--- src/rtl/ram64_pkg.sv ---
// Shared definitions for the RAM64 block and its burst reader.
// The RAM64 bench reuses these defaults and the state type.
package ram64_pkg;

  localparam int DEF_ADDR_W = 6;
  localparam int DEF_DATA_W = 16;

  typedef enum logic [1:0] {
    IDLE,
    FETCH,
    SEND,
    DONE
  } reader_state_e;

endpackage

--- src/rtl/ram64_reader.sv ---
// Burst reader for RAM64: streams count words from base_addr over a valid/ready
// handshake, one word per two cycles at best, then pulses done.
module ram64_reader
  import ram64_pkg::*;
#(
  parameter int ADDR_W = DEF_ADDR_W,
  parameter int DATA_W = DEF_DATA_W
) (
  input  logic              clk,
  input  logic              rst_n,
  input  logic              start,
  input  logic [ADDR_W-1:0] base_addr,
  input  logic [ADDR_W:0]   count,
  output logic [ADDR_W-1:0] mem_address,
  output logic              mem_load,
  output logic [DATA_W-1:0] mem_in,
  input  logic [DATA_W-1:0] mem_out,
  output logic [DATA_W-1:0] data,
  output logic              data_valid,
  input  logic              data_ready,
  output logic              busy,
  output logic              done
);

  reader_state_e     state_q;
  logic [ADDR_W-1:0] addr_q;
  logic [ADDR_W:0]   remaining_q;
  logic [DATA_W-1:0] data_q;
  logic              valid_q;
  logic              done_q;

  // remaining_q counts words not yet fetched; addr_q wraps naturally at 2**ADDR_W.
  always_ff @(posedge clk or negedge rst_n) begin
    if (!rst_n) begin
      state_q     <= IDLE;
      addr_q      <= '0;
      remaining_q <= '0;
      data_q      <= '0;
      valid_q     <= 1'b0;
      done_q      <= 1'b0;
    end else begin
      done_q <= 1'b0;
      unique case (state_q)
        IDLE: begin
          if (start) begin
            if (count == '0) begin
              state_q <= DONE;
              done_q  <= 1'b1;
            end else begin
              addr_q      <= base_addr;
              remaining_q <= count;
              state_q     <= FETCH;
            end
          end
        end
        FETCH: begin
          data_q      <= mem_out;
          valid_q     <= 1'b1;
          addr_q      <= addr_q + 1'b1;
          remaining_q <= remaining_q - 1'b1;
          state_q     <= SEND;
        end
        SEND: begin
          if (data_ready) begin
            valid_q <= 1'b0;
            if (remaining_q == '0) begin
              state_q <= DONE;
              done_q  <= 1'b1;
            end else begin
              state_q <= FETCH;
            end
          end
        end
        DONE: begin
          state_q <= IDLE;
        end
        default: begin
          state_q <= IDLE;
        end
      endcase
    end
  end

  assign mem_address = addr_q;
  assign mem_load    = 1'b0;
  assign mem_in      = '0;
  assign data        = data_q;
  assign data_valid  = valid_q;
  assign done        = done_q;
  assign busy        = (state_q != IDLE);

endmodule

--- config.mk ---
export PLATFORM = sky130hd
export DESIGN_NAME = ram64_reader
export DESIGN_NICKNAME = d
export VERILOG_FILES = /design/src/rtl/ram64_pkg.sv /design/src/rtl/ram64_reader.sv
export SDC_FILE = /design/constraint.sdc
export NUM_CORES = 1
export LEC_CHECK = 0
export ABC_AREA = 1
export BUFFER_PORTS_ARGS = -buffer_cell sky130_fd_sc_hd__buf_2
export CAP_MARGIN = 15
export CELL_PAD_IN_SITES_DETAIL_PLACEMENT = 0
export CELL_PAD_IN_SITES_GLOBAL_PLACEMENT = 2
export CORE_MARGIN = 2
export CORE_UTILIZATION = 25
export CTS_BUF_LIST = sky130_fd_sc_hd__clkbuf_16
export CTS_CLUSTER_SIZE = 24
export DETAILED_ROUTE_END_ITERATION = 10
export MAX_ROUTING_LAYER = met4
export PLACE_DENSITY_LB_ADDON = 0.1
export SETUP_SLACK_MARGIN = 0.15
export SLEW_MARGIN = 20
export SYNTH_ARGS = -nofsm -noshare
export SYNTH_HDL_FRONTEND = slang
export SYNTH_SLANG_ARGS = --single-unit
--- constraint.sdc ---
create_clock -name clk -period 1.6 [get_ports clk]
set_clock_uncertainty 0.1 [all_clocks]
set_input_delay 0.32 -clock clk [delete_from_list [all_inputs] [get_ports clk]]
set_output_delay 0.32 -clock clk [all_outputs]
set_load 0.02 [all_outputs]
# Word level (Yosys, flattened, before mapping)
# Cells that the tools add are included.
# word_totals
output_inout_bits,42
ff_bits,33
word_cells,41
# op_classes
mux,18
n_addsub,2
reduce_logical,9
n_eq_ne,6
# op_table
operator,n
zero test 7 bit,2
two-way mux 7 bit,2
one-hot mux 7 bit (2 select lines),1
two-way mux 6 bit,2
one-hot mux 6 bit (2 select lines),1
two-way mux 2 bit,4
one-hot mux 2 bit (4 select lines),1
"subtractor 7 x 1 -> 7 bit, second input constant",1
"adder 6 x 1 -> 6 bit, second input constant",1
"!= test 2 bit, second input constant",3
nonzero test 2 bit,3
two-way mux 1 bit,5
"== test 2 bit, second input constant",2
one-hot mux 1 bit (2 select lines),2
AND reduction 2 bit,2
AND reduction 3 bit,1
"== test 2 x 1 -> 1 bit, second input constant",1
zero test 2 bit,1

# Depth between registers and ports, before layout
# Gate-level depths: netlist of run 1.
# depth
word_depth,4
ltp_mapped,8
ltp_nobuf,8

# Worst setup path before layout of run 1
# Ideal clock, no wire load.
# synth_path
path_type,register to register
startpoint,"reg addr_q[0], in the netlist mem_address[0]"
endpoint,"reg addr_q[2], in the netlist mem_address[2]"
stages_incl_launch_ff,7
setup_time_ns,0.118
slack_ns,0.180
synth_period_minus_slack_ns,1.420
t_required_ns,1.382
arrival_ns,1.203
cell_sequence,dfrtp_1 ha_1 or2_2 nand3_1 nand2_1 nand2_1 nand2_1
# synth_between
elab_chain_len,2
# synth_lines
item,line_no,rtl
start: declaration,ram64_reader.sv:26,logic [ADDR_W-1:0] addr_q;
start signal: assignment,ram64_reader.sv:50,addr_q <= base_addr;
start signal: assignment,ram64_reader.sv:59,addr_q <= addr_q + 1'b1;
adder 6 x 1 -> 6 bit,ram64_reader.sv:59,
one-hot mux 6 bit (2 select lines),ram64_reader.sv:43,unique case (state_q)
# No other way between the ends.
# A chain may end at the register's enable or synchronous reset.

# Worst setup path after layout of run 1
# layout_path
startpoint,reg state_q[1]
endpoint,out busy
# layout_between
elab_chain_len,1
# layout_lines
item,line_no,rtl
start: declaration,ram64_reader.sv:25,reader_state_e state_q;
start signal: assignment,ram64_reader.sv:35,state_q <= IDLE;
start signal: assignment,ram64_reader.sv:47,state_q <= DONE;
start signal: assignment,ram64_reader.sv:52,state_q <= FETCH;
nonzero test 2 bit,ram64_reader.sv:90,assign busy = (state_q != IDLE);
end: declaration,ram64_reader.sv:21,"output logic busy,"
# No other way between the ends.

==> results.sh, run 1 <==
export IMPL_crit_path_end_kind="output port"
export IMPL_avgSynthCellArea_um2=7.375
export IMPL_cellPowerDensity_mw_per_mm2=2073
export IMPL_hold_path_class="input pin to register"
export IMPL_fin_crit_ns=1.427
export IMPL_cap_violations=0
export IMPL_grt_max_degree=24
export IMPL_holdPathEnd="data[13]"
export IMPL_die_w_um=89.37
export IMPL_ctsLongestPathBuffers=2
export IMPL_cts_tree="yes"
export IMPL_wirelength_um=4693
export IMPL_antenna_found_initial=0
export IMPL_swShare_pct=45.12
export IMPL_timing_rr_end="remaining_q[5]"
export IMPL_insertion_delay_ns=0.28
export IMPL_port_buffer_count=57
export IMPL_drt_met1_wl_um=2393
export IMPL_fin_setup_tns_ns=0
export IMPL_drive_above_1_share_pct=27.48
export IMPL_ant_nets=0
export IMPL_path_class="register to output port"
export IMPL_cts_root_buf="clkbuf_16"
export IMPL_finalHoldViolations=0
export IMPL_synth_top_area_share_pct=45.33
export IMPL_synthDistinctLibCells=21
export IMPL_overflow=0
export IMPL_leakagePower_uw=0.001319
export IMPL_period_share_pct=89.19
export IMPL_r2r_slack_ns=0.18
export IMPL_slew_violations=0
export IMPL_grt_pass1_wl_um=7224
export IMPL_register_area_um2=827.0
export IMPL_row_count=31
export IMPL_path_max_fanout=3
export IMPL_start_util_pct=25.53
export IMPL_cts_inserted_buffers=5
export IMPL_gp_congestion=0.7527
export IMPL_core_mm2=0.007137
export IMPL_wl_met3_um=202
export IMPL_yosys_warnings=0
export IMPL_fmax_mhz=700.8
export IMPL_dp_hpwl_um=3413
export IMPL_viasPerCell=3.881
export IMPL_rsz0062_at_grt="true"
export IMPL_r2r_start="state_q[1]"
export IMPL_die_h_um=89.37
export IMPL_met2_length_um=2044
export IMPL_ys_top_cells_by_area="dfrtp_1, nand2_1, buf_4, nand3_1, inv_1"
export IMPL_nets=349
export IMPL_fill_cells=823
export IMPL_start_kind="register"
export IMPL_intPower_uw=2727
export IMPL_p_seq_share_pct=31.2
export IMPL_setup_viol=0
export IMPL_antennaDiodeCount=0
export IMPL_ir_worst_vdd_v=0.0005902
export IMPL_grtUsageTotal_pct=12.48
export IMPL_synth_top_area_cell="dfrtp_1"
export IMPL_cp_required_ns=1.18
export IMPL_outcome="completed"
export IMPL_dr_pass1_iters=4
export IMPL_syn2layout_area_growth_pct=31.59
export IMPL_drc=0
export IMPL_ys_seq_area_share_pct=45.33
export IMPL_hold_path_depth=3
export IMPL_switching_power_uw=2243
export IMPL_ys_seq_elements=33
export IMPL_clkPwrFrac_pct=18.1
export IMPL_initialDrtViolationCount=74
export IMPL_synthFlopType="dfrtp_1"
export IMPL_hold_ws_ns=0.1321
export IMPL_clk_pin_slew_ns=0.06
export IMPL_first_global_vias=1438
export IMPL_top_layer="met4"
export IMPL_arrival_ns=1.01
export IMPL_synth_edff_count=0
export IMPL_multi_input_area_um2=839.6
export IMPL_die_area_mm2=0.007986
export IMPL_syn_inst=247
export IMPL_worstHoldStart="mem_out[13]"
export IMPL_ys_top_cells_by_count="nand2_1, dfrtp_1, nand3_1, buf_4, inv_1"
export IMPL_cts_htree_levels=2
export IMPL_clkSinkCount=33
export IMPL_ff2ff_path_depth=6
export IMPL_post_synth_top_count_cell="nand2_1"
export IMPL_syn_cell_area_mm2=0.001822
export IMPL_vias=1599
export IMPL_io_pins=75
export IMPL_async_flop_share_pct=100.0
export IMPL_wire_per_inst_um=11.39
export IMPL_power_frac_comb_pct=50.7
-- cells by family after synthesis --
kind of cell             after synthesis  share of synthesized area, %
adder cells (fa/ha/maj)                3                         2.061
flip-flops                            33                         45.33
buffers and inverters                 43                         13.53
other                                  1                        0.2058
AO/OA/AOI/OAI                         16                         4.396
AND/OR/NAND/NOR                      151                         34.48
-- cells in the final DEF (no fill, tap or decap) --
cell type / synthesis / layout
buf_12: 0 / 2
clkbuf_16: 0 / 5
conb_1: 1 / 17
dfrtp_2: 0 / 1
dlygate4sd3_1: 0 / 1
dfrtp_1: 33 / 32
ha_4: 0 / 1
clkinvlp_4: 0 / 1
ha_2: 0 / 1
or2_2: 1 / 1
and2_1: 1 / 1
nor2_1: 11 / 11
nand2_2: 1 / 1
inv_1: 17 / 14
o21ai_1: 8 / 8
or2_1: 2 / 2
nor2_4: 1 / 3
buf_4: 17 / 8
o21ai_0: 8 / 8
clkinv_1: 0 / 1
buf_2: 5 / 56
nand2_1: 108 / 108
nand4_1: 5 / 5
nand3_1: 19 / 18
inv_2: 1 / 3
buf_6: 2 / 1
ha_1: 3 / 1
nand3_2: 0 / 1
clkinv_2: 0 / 1
-- cell type report --
type                       instances  area share (%)
multi-input combinational        187           35.02
sequential                        33           34.50
inverter                          18           2.871
clock buffer                       5           5.219
tap                               99           5.167
timing repair buffer              68           16.75
clock inverter                     2          0.4697
-- registers in the layout (all words and copies together), names as in the netlist --
register,flops
data,16
data_valid,1
done,1
mem_address,6
remaining_q,7
state_q,2
-- metal layers --
layer | vias to the layer above | GRT usage (%)
met3 | 5 | 3.047
li1 | 871 | -
met2 | 43 | 17.64
met4 | 0 | 4.478
met1 | 680 | 17.27
met5 | - | -
-- worst max-delay path: stages (launching register included) --
cell	delay [ns]
dfrtp_1	0.40
nor2_4	0.15
inv_2	0.05
buf_6	0.12
-- timing repair --
item | 4_1_cts | 5_1_grt
pin swaps | 1 | 1
resized for setup | 3 | 10
hold endpoints to repair | 14 | 0
gates cloned | 0 | 0
setup endpoints to repair | 7 | 24
hold buffers | 1 | 0
buffers inserted | 0 | 3
-- power by group through the flow --
stage	Sequential [uW]	Combinational (uW)	Clock [uW]
6_report	1550	2520	899
3_5_place_dp	1550	2430	0
5_1_grt	1610	2850	968
2_1_floorplan	1850	1360	0
4_1_cts	1550	2450	938
3_3_place_gp	1560	2440	0
-- through the flow --
| stage | util [%] | worst slack (ns) | instances | cell area [um^2] | power [uW] |
|---|---|---|---|---|---|
| floorplan | - | 0.1795 | 263 | 1882 | 3211 |
| global placement | 30.68 | 0.07293 | 401 | 2190 | 4003 |
| detailed placement | 30.68 | 0.08230 | 401 | 2190 | 3976 |
| CTS | 32.89 | 0.1256 | 409 | 2347 | 4936 |
| global route | 33.59 | 0.08802 | 412 | 2397 | 5434 |
| finish | 33.59 | 0.1730 | 412 | 2397 | 4970 |
-- worst max path at each step --
stage                     slack [ns]              to           start  cells after the start
after floorplan                 0.18  mem_address[2]  mem_address[0]                      6
after global placement          0.07  mem_address[0]        count[5]                      8
after detailed placement        0.08  mem_address[0]        count[5]                      8
after CTS                       0.13            busy      state_q[1]                      3
after global routing            0.09        data[10]      state_q[1]                      6
final                           0.17            busy      state_q[1]                      3
Power figures use the tool's default switching activity.
==> run 2, diff against run 1 <==
Settings changed: CORE_MARGIN 2 to unset, PLACE_DENSITY set to 0.85, PLACE_DENSITY_LB_ADDON 0.1 to unset, SETUP_SLACK_MARGIN 0.15 to 0.1.
==> results.sh, run 2 (synthesized netlist as in run 1, its figures left out) <==
export IMPL_row_count=30
export IMPL_drc=0
export IMPL_cellPowerDensity_mw_per_mm2=2039
export IMPL_antennaDiodeCount=0
export IMPL_wire_per_inst_um=11.09
export IMPL_pre_cts_ws_ns=-0.02090
export IMPL_path_max_fanout=3
export IMPL_cap_violations=0
export IMPL_final_cells=409
export IMPL_first_global_vias=1557
export IMPL_p_seq_share_pct=32.3
export IMPL_final_core_util_pct=34.35
export IMPL_viasPerCell=4.081
export IMPL_fin_crit_ns=1.455
export IMPL_port_buffer_count=57
export IMPL_start_kind="register"
export IMPL_antenna_found_initial=0
export IMPL_grt_max_degree=32
export IMPL_cts_htree_levels=2
export IMPL_die_area_mm2=0.007633
export IMPL_insertion_delay_ns=0.27
export IMPL_period_share_pct=90.91
export IMPL_cts_tree="yes"
export IMPL_outcome="completed"
export IMPL_grtUsageTotal_pct=13.49
export IMPL_multi_input_area_um2=838.3
export IMPL_fmax_mhz=687.5
export IMPL_fill_cells=797
export IMPL_die_w_um=87.37
export IMPL_final_common_cell="nand2_1"
export IMPL_rsz0062_at_grt="true"
export IMPL_fin_setup_tns_ns=0
export IMPL_ctsLongestPathBuffers=2
export IMPL_clk_pin_slew_ns=0.05
export IMPL_clkPwrFrac_pct=18.2
export IMPL_largest_reg_flops=16
export IMPL_gp_congestion=0.7528
export IMPL_die_h_um=87.37
export IMPL_hold_path_class="input pin to register"
export IMPL_nets=349
export IMPL_power_frac_comb_pct=49.6
export IMPL_leakagePower_uw=0.001319
export IMPL_finalHoldViolations=0
export IMPL_intPower_uw=2642
export IMPL_drive_above_1_share_pct=26.20
export IMPL_clkSinkCount=33
export IMPL_path_class="register to output port"
export IMPL_overflow=0
export IMPL_grt_pass1_wl_um=7514
export IMPL_swShare_pct=45.36
export IMPL_dr_pass1_iters=4
export IMPL_cts_root_buf="clkbuf_16"
export IMPL_register_area_um2=825.8
export IMPL_switching_power_uw=2194
export IMPL_arrival_ns=1.03
export IMPL_wirelength_um=4537
export IMPL_crit_path_end_kind="output port"
export IMPL_initialDrtViolationCount=74
export IMPL_syn2layout_area_growth_pct=30.22
export IMPL_start_util_pct=26.38
export IMPL_cp_required_ns=1.18
export IMPL_ir_worst_vdd_v=0.0008535
export IMPL_dp_hpwl_um=3169
export IMPL_setup_viol=0
export IMPL_final_cell_mix="nand2_1, buf_2, dfrtp_1, inv_1, nand3_1"
export IMPL_dp_cells=396
export IMPL_cts_inserted_buffers=5
export IMPL_core_mm2=0.006907
export IMPL_io_pins=75
export IMPL_ant_nets=0
export IMPL_fin_ws_ns=0.1455
export IMPL_slew_violations=0
export IMPL_vias=1669
run 2: layout make-up:
type / instances / area share, %
clock buffers: 5 / 5.274
clock inverters: 2 / 0.3165
repair buffers: 67 / 16.24
inverters: 18 / 2.954
well taps: 96 / 5.063
flip-flops and latches: 33 / 34.81
multi-input cells: 188 / 35.34
run 2: power by group through the flow:
stage	clock network, uW	logic (uW)	registers (uW)
floorplan	0	1360	1850
global placement	0	2260	1570
detailed placement	0	2280	1560
CTS	913	2310	1560
global route	956	2730	1620
finish	880	2400	1560
run 2: per-stage QoR:
stage          hold slack [ns]  cell area [um^2]  total power [uW]
2_1_floorplan         -0.07559              1882              3211
3_3_place_gp           0.05117              2146              3829
3_5_place_dp           0.04692              2146              3838
4_1_cts                 0.1303              2295              4778
5_1_grt                 0.1466              2372              5303
6_report                0.1356              2372              4836
run 2: critical path, cell delays in order, from the launching register on:
cell and delay, ns:
dfrtp_1 0.39, nor2_2 0.16, inv_1 0.08, buf_6 0.13
run 2: metal layers:
layer / global-route usage [%] / part of all wire [%]
met1: 16.81 / 46
met2: 21.02 / 46
met3: 4.076 / 6.5
met4: 4.024 / 1.1
met5: - / 0
run 2: worst paths after layout:
kind	start	end	cells past startpoint	slack [ns]
max in group asynchronous	rst_n	data[15]	3	0.66
min	mem_out[5]	data[5]	3	0.14
min in group asynchronous	rst_n	done	2	0.31
max reg2reg	state_q[1]	remaining_q[2]	7	0.20
max	state_q[1]	busy	3	0.15
min reg2reg	data_valid	data_valid	2	0.36
run 2: what timing repair did:
action / 4_1_cts / 5_1_grt
gates cloned: 1 / 0
gates resized for setup: 0 / 11
buffers inserted: 0 / 4
endpoints found under the hold margin: 6 / 0
hold buffers: 1 / 0
pin swaps: 1 / 3
setup endpoints to repair: 5 / 24
